File: src/rtl/uart_spi_bridge.sv
// UART RX -> FIFO -> SPI slave (mode 0), SPI slave -> UART TX.
// Define UART_PARITY_EN to add an even-parity bit to both UART directions.
module uart_spi_bridge #(
   parameter int DATA_W     = 8,
   parameter int FIFO_DEPTH = 4,
   parameter int DIV_BASE   = 104
) (
   input  logic                          clk,
   input  logic                          rst_n,
   input  logic [1:0]                    baud_sel,
   input  logic                          uart_rx,
   output logic                          uart_tx,
   input  logic                          cs_n,
   input  logic                          sclk,
   input  logic                          mosi,
   output logic                          miso,
   output logic [DATA_W-1:0]             spi_rx_data,
   output logic                          spi_rx_valid,
   output logic [$clog2(FIFO_DEPTH):0]   fifo_count,
   output logic                          tx_busy,
   output logic                          err_ovf,
   output logic                          err_udf,
   output logic                          err_frame,
   output logic                          err_txdrop
);
   localparam int AW = $clog2(FIFO_DEPTH);
   localparam int CW = $clog2(DIV_BASE + 1);
   localparam int BW = $clog2(DATA_W + 1);
   localparam logic [CW-1:0] DIV_W = CW'(DIV_BASE);
   localparam logic [BW-1:0] LAST  = BW'(DATA_W - 1);

   // [1] is the synchronized value, [2] its previous value for edge detect
   logic [2:0] rx_q, cs_q, sck_q;
   logic [1:0] mosi_q;

   always_ff @(posedge clk or negedge rst_n) begin
      if (!rst_n) begin
         rx_q   <= 3'b111;
         cs_q   <= 3'b111;
         sck_q  <= 3'b000;
         mosi_q <= 2'b00;
      end else begin
         rx_q   <= {rx_q[1:0], uart_rx};
         cs_q   <= {cs_q[1:0], cs_n};
         sck_q  <= {sck_q[1:0], sclk};
         mosi_q <= {mosi_q[0], mosi};
      end
   end

   logic rx_s, rx_fall, cs_s, sck_rise, sck_fall, mosi_s;
   assign rx_s     = rx_q[1];
   assign rx_fall  = rx_q[2] & ~rx_q[1];
   assign cs_s     = cs_q[1];
   assign sck_rise = ~sck_q[2] & sck_q[1];
   assign sck_fall = sck_q[2] & ~sck_q[1];
   assign mosi_s   = mosi_q[1];

   typedef enum logic [2:0] {R_IDLE, R_START, R_DATA, R_PAR, R_STOP} rx_st_t;
   rx_st_t            rx_st;
   logic [CW-1:0]     rx_div, rx_cnt;
   logic [BW-1:0]     rx_bit;
   logic [DATA_W-1:0] rx_sr;
   logic              rx_push, rx_tick, rx_ok;

   assign rx_tick = rx_cnt == rx_div - CW'(1);
`ifdef UART_PARITY_EN
   logic rx_perr;
   assign rx_ok = rx_s & ~rx_perr;
`else
   assign rx_ok = rx_s;
`endif

   always_ff @(posedge clk or negedge rst_n) begin
      if (!rst_n) begin
         rx_st     <= R_IDLE;
         rx_div    <= '0;
         rx_cnt    <= '0;
         rx_bit    <= '0;
         rx_sr     <= '0;
         rx_push   <= 1'b0;
         err_frame <= 1'b0;
`ifdef UART_PARITY_EN
         rx_perr   <= 1'b0;
`endif
      end else begin
         rx_push   <= 1'b0;
         err_frame <= 1'b0;
         if (rx_st != R_IDLE) rx_cnt <= rx_cnt + CW'(1);
         unique case (rx_st)
            R_IDLE: if (rx_fall) begin
               rx_div <= DIV_W >> baud_sel;
               rx_cnt <= '0;
               rx_st  <= R_START;
            end
            R_START: if (rx_cnt == (rx_div >> 1) - CW'(1)) begin
               rx_cnt <= '0;
               rx_bit <= '0;
               rx_st  <= rx_s ? R_IDLE : R_DATA;
            end
            R_DATA: if (rx_tick) begin
               rx_cnt <= '0;
               rx_sr  <= {rx_s, rx_sr[DATA_W-1:1]};
               rx_bit <= rx_bit + BW'(1);
               if (rx_bit == LAST)
`ifdef UART_PARITY_EN
                  rx_st <= R_PAR;
`else
                  rx_st <= R_STOP;
`endif
            end
            R_PAR: if (rx_tick) begin
               rx_cnt  <= '0;
`ifdef UART_PARITY_EN
               rx_perr <= rx_s ^ (^rx_sr);
`endif
               rx_st   <= R_STOP;
            end
            R_STOP: if (rx_tick) begin
               rx_st <= R_IDLE;
               if (rx_ok) rx_push   <= 1'b1;
               else       err_frame <= 1'b1;
            end
            default: rx_st <= R_IDLE;
         endcase
      end
   end

   logic [DATA_W-1:0] mem [FIFO_DEPTH];
   logic [AW-1:0]     wr_ptr, rd_ptr;
   logic [AW:0]       count;
   logic [DATA_W-1:0] head;
   logic              pop_req, pop_ok, push_ok, full, spi_done;

   assign head    = mem[rd_ptr];
   assign full    = count == (AW+1)'(FIFO_DEPTH);
   assign pop_req = ~cs_q[1] & (cs_q[2] | (sck_fall & spi_done));
   assign pop_ok  = pop_req & (count != '0);
   // a pop in the same cycle frees the slot a push into a full FIFO needs
   assign push_ok = rx_push & (~full | pop_ok);
   assign fifo_count = count;

   always_ff @(posedge clk) begin
      if (push_ok) mem[wr_ptr] <= rx_sr;
   end

   always_ff @(posedge clk or negedge rst_n) begin
      if (!rst_n) begin
         wr_ptr  <= '0;
         rd_ptr  <= '0;
         count   <= '0;
         err_ovf <= 1'b0;
      end else begin
         err_ovf <= rx_push & ~push_ok;
         if (push_ok) wr_ptr <= wr_ptr + AW'(1);
         if (pop_ok)  rd_ptr <= rd_ptr + AW'(1);
         if (push_ok & ~pop_ok)      count <= count + (AW+1)'(1);
         else if (~push_ok & pop_ok) count <= count - (AW+1)'(1);
      end
   end

   logic [DATA_W-1:0] spi_tx_sr, spi_rx_sr;
   logic [BW-1:0]     spi_bit;

   always_ff @(posedge clk or negedge rst_n) begin
      if (!rst_n) begin
         spi_tx_sr    <= '0;
         spi_rx_sr    <= '0;
         spi_bit      <= '0;
         spi_done     <= 1'b0;
         miso         <= 1'b0;
         spi_rx_data  <= '0;
         spi_rx_valid <= 1'b0;
         err_udf      <= 1'b0;
      end else begin
         spi_rx_valid <= 1'b0;
         err_udf      <= 1'b0;
         if (cs_s) begin
            spi_bit  <= '0;
            spi_done <= 1'b0;
            miso     <= 1'b0;
         end else if (pop_req) begin
            spi_tx_sr <= pop_ok ? head : '0;
            miso      <= pop_ok & head[DATA_W-1];
            err_udf   <= ~pop_ok;
            spi_done  <= 1'b0;
         end else if (sck_rise) begin
            spi_rx_sr <= {spi_rx_sr[DATA_W-2:0], mosi_s};
            if (spi_bit == LAST) begin
               spi_bit      <= '0;
               spi_done     <= 1'b1;
               spi_rx_data  <= {spi_rx_sr[DATA_W-2:0], mosi_s};
               spi_rx_valid <= 1'b1;
            end else begin
               spi_bit <= spi_bit + BW'(1);
            end
         end else if (sck_fall) begin
            spi_tx_sr <= spi_tx_sr << 1;
            miso      <= spi_tx_sr[DATA_W-2];
         end
      end
   end

   typedef enum logic [2:0] {T_IDLE, T_START, T_DATA, T_PAR, T_STOP} tx_st_t;
   tx_st_t            tx_st;
   logic [CW-1:0]     tx_div, tx_cnt;
   logic [BW-1:0]     tx_bit;
   logic [DATA_W-1:0] tx_sr;
   logic              tx_tick;
`ifdef UART_PARITY_EN
   logic              tx_par;
`endif

   assign tx_tick = tx_cnt == tx_div - CW'(1);

   always_ff @(posedge clk or negedge rst_n) begin
      if (!rst_n) begin
         tx_st      <= T_IDLE;
         tx_div     <= '0;
         tx_cnt     <= '0;
         tx_bit     <= '0;
         tx_sr      <= '0;
         uart_tx    <= 1'b1;
         tx_busy    <= 1'b0;
         err_txdrop <= 1'b0;
`ifdef UART_PARITY_EN
         tx_par     <= 1'b0;
`endif
      end else begin
         err_txdrop <= spi_rx_valid & tx_busy;
         if (tx_st != T_IDLE) tx_cnt <= tx_tick ? '0 : tx_cnt + CW'(1);
         unique case (tx_st)
            T_IDLE: if (spi_rx_valid) begin
               tx_sr   <= spi_rx_data;
               tx_div  <= DIV_W >> baud_sel;
               tx_cnt  <= '0;
               tx_busy <= 1'b1;
               uart_tx <= 1'b0;
               tx_st   <= T_START;
`ifdef UART_PARITY_EN
               tx_par  <= ^spi_rx_data;
`endif
            end
            T_START: if (tx_tick) begin
               uart_tx <= tx_sr[0];
               tx_sr   <= tx_sr >> 1;
               tx_bit  <= '0;
               tx_st   <= T_DATA;
            end
            T_DATA: if (tx_tick) begin
               if (tx_bit == LAST) begin
`ifdef UART_PARITY_EN
                  uart_tx <= tx_par;
                  tx_st   <= T_PAR;
`else
                  uart_tx <= 1'b1;
                  tx_st   <= T_STOP;
`endif
               end else begin
                  uart_tx <= tx_sr[0];
                  tx_sr   <= tx_sr >> 1;
                  tx_bit  <= tx_bit + BW'(1);
               end
            end
            T_PAR: if (tx_tick) begin
               uart_tx <= 1'b1;
               tx_st   <= T_STOP;
            end
            T_STOP: if (tx_tick) begin
               tx_busy <= 1'b0;
               tx_st   <= T_IDLE;
            end
            default: tx_st <= T_IDLE;
         endcase
      end
   end
endmodule

File: config.mk
export PLATFORM = sky130hd
export DESIGN_NAME = uart_spi_bridge
export DESIGN_NICKNAME = d
export VERILOG_FILES = /design/src/rtl/uart_spi_bridge.sv
export SDC_FILE = /design/constraint.sdc
export NUM_CORES = 1
export LEC_CHECK = 0
export CAP_MARGIN = 0
export CORE_UTILIZATION = 40
export CTS_BUF_LIST = sky130_fd_sc_hd__clkbuf_16
export DETAILED_ROUTE_END_ITERATION = 8
export GPL_TIMING_DRIVEN = 0
export PLACE_DENSITY = 0.54
export SYNTH_ARGS = -nofsm -noshare
export SYNTH_HDL_FRONTEND = slang
export SYNTH_SLANG_ARGS = --single-unit
File: constraint.sdc
create_clock -name clk -period 3.51 [get_ports clk]
set_input_delay 0.702 -clock clk [delete_from_list [all_inputs] [get_ports clk]]
set_output_delay 0.702 -clock clk [all_outputs]
set_load 0.1 [all_outputs]
### After elaboration in Yosys (flattened, before gate mapping)

Memories as Yosys holds them, arrays and structs flattened.
Cells that the tools add are included.

| storage, ports and cells | value |
|---|---|
| register bits after elaboration | 112 |
| latch bits | 0 |
| bits in writable memories | 32 |
| memory bits (read-only) | 0 |
| input port bits | 8 |
| output and inout bits | 19 |
| word-level logic and storage cells | 208 |
| memories kept | 1 |

Memories:

| name | words | bits a word | rd ports | clocked after Yosys merged registers in | wr ports | RTL line | RTL |
|---|---|---|---|---|---|---|---|
| mem | 4 | 8 | 1 | 0 | 1 | 128 | `logic [DATA_W-1:0] mem [FIFO_DEPTH];` |

| operators by class | value |
|---|---|
| add/subtract/negate cells | 12 |
| multiply operators | 0 |
| div/mod/pow operators | 0 |
| magnitude comparators | 0 |
| equality and inequality tests | 31 |
| shift operators | 1 |
| multiplexer cells | 77 |
| bitwise gates (word level) | 22 |
| reduce and logical (&&, ||, !) cells | 33 |

Operators by type and width:

| operator | number |
|---|---|
| 7-bit two-way mux | 12 |
| 3-bit two-way mux | 14 |
| 4-bit two-way mux | 9 |
| 8-bit two-way mux | 4 |
| 3-bit case mux with 5 select lines | 2 |
| 1-bit two-way mux | 29 |
| 2-bit inequality test (second input constant) | 14 |
| 8-bit case mux with 3 select lines | 1 |
| 7-bit equality test | 3 |
| 7-bit case mux with 3 select lines | 1 |
| 3-bit nonzero test | 7 |
| 4-bit case mux with 2 select lines | 2 |
| 7-bit by 1-bit adder with 7-bit output (second input constant) | 2 |
| 7-bit by 1-bit subtractor with 7-bit output (second input constant) | 2 |
| 4-bit by 1-bit adder with 4-bit output (second input constant) | 3 |
| 1-bit bitwise AND | 12 |
| 3-bit by 2-bit equality test with 1-bit output (second input constant) | 4 |
| 4-bit by 3-bit equality test with 1-bit output (second input constant) | 3 |
| 2-bit AND reduction | 6 |
| 3-bit AND reduction | 4 |
| 6-bit AND reduction | 2 |
| 2-bit nonzero test | 6 |
| 5-bit AND reduction | 2 |
| 3-bit equality test (second input constant) | 3 |
| other kinds (17) | 29 |

### Longest topological paths before layout

| depth | value |
|---|---|
| depth after elaboration | 12 |
| depth in mapped cells | 10 |
| depth with buffers taken out | 10 |

### Worst setup path before layout

Ideal clock, no wire load.

| path | value |
|---|---|
| path kind | register -> register |
| start point | reg count[0], in the netlist fifo_count[0] |
| end point | reg count[2], in the netlist fifo_count[2] |
| library setup time | 0.163 ns |
| arrival | 2.691 ns |
| required time | 3.347 ns |
| path slack | 0.657 ns |
| cell stages (with the launch flop) | 11 |
| buffers on the path | 0 |
| cells stage by stage | dfrtp_1 > or3_1 > o21ai_0 > nor2_1 > inv_1 > ha_1 > inv_1 > fa_1 > xor2_1 > nor2_1 > xor2_1 |

| between the ends | value |
|---|---|
| word-level cells in the longest chain between the ends | 7 |
| elaborated cells on any way between the ends | 15 |

RTL lines:

| what | RTL line | RTL |
|---|---|---|
| start, declared | 130 | `logic [AW:0] count;` |
| start signal, assigned | 156 | `if (push_ok & ~pop_ok) count <= count + (AW+1)'(1);` |
| start signal, assigned | 157 | `else if (~push_ok & pop_ok) count <= count - (AW+1)'(1);` |
| 3-bit nonzero test / 3-bit equality test (equally long branches) | 137, 135 |  |
| 1-bit bitwise AND / 1-bit NOT (equally long branches) | 137, 139 |  |
| 1-bit OR | 139 | `assign push_ok = rx_push & (~full \| pop_ok);` |
| 1-bit bitwise AND | 139 |  |
| 1-bit NOT | 157 |  |
| 1-bit bitwise AND | 157 |  |
| 2-bit nonzero test (no source line) | -- |  |

Parallel ways exist; a longest one is shown, timed or not. The select of a mux whose other input is x is not followed.
A chain may end at the register's enable or synchronous reset.

### Final worst setup path

| path | value |
|---|---|
| start point | reg cs_q[2] |
| end point | reg count[2], in the netlist fifo_count[2] |

| between the ends | value |
|---|---|
| word-level cells in the longest chain between the ends | 8 |
| elaborated cells on any way between the ends | 11 |

RTL lines:

| what | RTL line | RTL |
|---|---|---|
| start, declared | 33 | `logic [2:0] rx_q, cs_q, sck_q;` |
| start signal, assigned | 44 | `cs_q <= {cs_q[1:0], cs_n};` |
| 1-bit OR (*) | 136 | `assign pop_req = ~cs_q[1] & (cs_q[2] \| (sck_fall & spi_done));` |
| 1-bit bitwise AND (*) | 136 |  |
| 1-bit bitwise AND (*) | 137 | `assign pop_ok = pop_req & (count != '0);` |
| 1-bit OR (*) | 139 |  |
| 1-bit bitwise AND (*) | 139 |  |
| named net push_ok | 132 | `logic pop_req, pop_ok, push_ok, full, spi_done;` |
| 1-bit NOT | 157 |  |
| 1-bit bitwise AND | 157 |  |
| 2-bit nonzero test (no source line) | -- |  |

The timed path passes the listed nets; every way through them passes the cells marked *.

==> metrics.cfg <==
[power_and_ir_drop]
ir_drop_mv = 0.684
total_power_w = 0.00524
p_leak_nw = 3.45
cellPowerDensity_nw_per_um2 = 653

[setup_path]
crit_buf_inv = 2
critical_path_peak_fanout = 8
startpoint_type = register
required_ps = 3860
critPathSlowestCell = dfstp_2
endpoint_kind = register
slowest_delay_ps = 510
critPathTopFamily = compound AO/OA/AOI/OAI gates
path_class = register to register
arrival_ps = 3330
cp_cell_sequence = clkbuf_1 -> o21bai_1 -> o211ai_1 -> and2_0 -> ha_1 -> inv_1 -> fa_1 -> xor2_1 -> nor2_1 -> xor2_1
cp_common_cell = xor2_1

[placed_design]
hpwl_microns = 8530
place_inst = 823
place.gp.congestion = 0.773
port_buffers = 26

[sta]
final_max_slew_viol_count = 0
worstMarginPinSlew_ps = 1100
hold_ws_ps = 232
hold_viol_final = 0
finalClockSkew_ps = 6.65
fmax_ghz = 0.336
finalSetupTns_ps = 0
finalCritPeriodShare_pct = 84.8
setup_viol = 0
rsz0062_at_grt = false
slew_headroom_pct = 26.3
fin_crit_ps = 2980

[clocking]
cts_tree = yes
cts_resized = 0
ctsHtreeMaxLevel = 4
postCtsSetupRepairBufs = 0
cts_sinks = 144
cts_buffers = 17
hold_buffers = 0
cts_root_buf = clkbuf_16
clk_pin_slew_ps = 60
clkLatencyLatePin_ps = 420
cts_buffer_depth = 2

[detailed_routing]
vias_per_cell = 5.17
wl_per_cell_microns = 14.4
routed_wl_microns = 12300
num_vias = 4422
drc_errors = 0
ant_nets = 0
dr.pass1.iters = 4
first_iter_violations = 127

[cells_and_area]
drive_above_1_share_pct = 18.6
diodes = 0
synthToLayoutAreaGrowth_pct = 16.5
nets = 649
layout.cells.non_filler = 855
regArea_sq_um = 3770
final_core_util_pct = 48.0
n_fill_cell = 1520
multi_input_area_sq_um = 2910

[yosys]
synth_xor_area_share_pct = 4.07
synth_top_family_by_area = simple AND/OR/NAND/NOR gates
synth_warnings = 0
syn_area_sq_um = 6880
synthAdderAreaFrac_pct = 3.56
synthCells = 576
seq_area_frac_synth_pct = 54.8
ys_types = 71
synth_most_common_cell = dfrtp_1
yosys-top-cells-count = 105 x dfrtp_1, 52 x nand2_1, 48 x mux2_2
ys_top_cells_by_area = dfrtp_1 38%, edfxtp_1 14%, mux2_2 7.9%, ha_1 3.3%, nand2_1 2.8%
synth_fp_nets = 603
synth_edf_count = 32
yosys.area.top_type_share_pct = 38.2
syn_avg_cell_area_sq_um = 12.0
synth_compound_area_share_pct = 9.71
synth-simple-area-share_pct = 14.0
synthFlopType = dfrtp_1
yosysTopAreaCell = dfrtp_1
synthMuxAreaShare_pct = 10.9
synth-seq-cells = 144
ys_async_sr_fraction_pct = 77.8

[floorplanning]
die_area_sq_um = 17700
io_pins = 27
start_util_pct = 41.2
core_area_sq_um = 16700
die_h_microns = 133
num_rows = 47
die_w_microns = 133

[run]
cap_violations = 0

[global_routing]
grt_first_pass_wirelength_microns = 21600
grt_pass1_vias = 4417
track_usage_pct = 15.4
grt_max_degree = 60
grt-ovfl-total = 0
antenna_found_initial = 0

[status]
status = finished clean

[hold_path]
hp-class = input pin to asynchronous set/reset pin

==> sequential cells by signal, indices dropped and copies added, names as in the netlist, 2 cells and up <==
name / flops
cs_q: 3
fifo_count: 3
mem: 32
mosi_q: 2
rd_ptr: 2
rx_bit: 4
rx_cnt: 7
rx_div: 7
rx_q: 3
rx_sr: 8
rx_st: 3
sck_q: 3
spi_bit: 4
spi_rx_data: 8
spi_rx_sr: 7
spi_tx_sr: 7
tx_bit: 4
tx_cnt: 7
tx_div: 7
tx_sr: 8
tx_st: 3
wr_ptr: 2
==> cells by family (layout without fill, tap and decap cells) <==
| logic type | count (synthesis) | after routing |
|---|---|---|
| compound gates | 94 | 94 |
| flops | 144 | 144 |
| xor+xnor | 32 | 32 |
| mux | 59 | 59 |
| simple gates | 183 | 183 |
| buf+inv | 45 | 104 |
| fa+ha+maj | 19 | 19 |
==> routing by layer <==
metal  routed length, microns  GRT usage, %
met5                        0             0
met4                      201          6.06
met3                      366          4.26
met2                     5960          24.7
met1                     5790          19.7
==> where the power goes <==
group / total, W / internal [W] / switching (W)
sequential: 0.00209 / 0.00191 / 0.000185
clock: 0.00176 / 0.00100 / 0.000763
combinational: 0.00139 / 0.000587 / 0.000799
==> placed cells by master (no fill, tap or decap), types with 9 or more instances in the layout <==
cell and count:
dfrtp_1 105, nand2_1 52, mux2_2 48, nor2_1 33, edfxtp_1 32, o21ai_0 30, clkdlybuf4s50_1 25, inv_1 22
nor2b_1 19, xnor2_1 19, ha_1 18, a21oi_1 17, clkbuf_16 17, clkbuf_1 14, nor3_1 14, xor2_1 13
nand2b_1 9
==> path summary, 6_finish.rpt <==
kind	start	to	slack (ps)	cells past startpoint
hold / removal	rst_n	spi_tx_sr[3]	230	1
min in group clk	mosi_q[0]	mosi_q[1]	350	0
setup / recovery	cs_q[2]	fifo_count[2]	530	10
hold reg to reg	mosi_q[0]	mosi_q[1]	350	0
max in group asynchronous	rst_n	cs_q[0]	2560	2
setup reg to reg	cs_q[2]	fifo_count[2]	530	10
==> final cells by class <==
| class | instances | share of cell area, % |
|---|---|---|
| Sequential cell | 144 | 47.0 |
| Buffer | 24 | 1.56 |
| Timing Repair Buffer | 27 | 3.60 |
| Tap cell | 220 | 3.43 |
| Clock inverter | 15 | 1.86 |
| Clock buffer | 17 | 5.30 |
| Multi-Input combinational cell | 387 | 36.2 |
| Inverter | 21 | 0.983 |
==> stage by stage <==
| stage | setup slack (ps) | area (sq um) |
|---|---|---|
| after global placement | -2660 | 7420 |
| after CTS | 528 | 8020 |
| final | 534 | 8020 |
| after detailed placement | 530 | 7450 |
| after floorplan | 657 | 6880 |
| after global routing | 261 | 8020 |
Note: power is estimated with default switching activity, not from simulation.
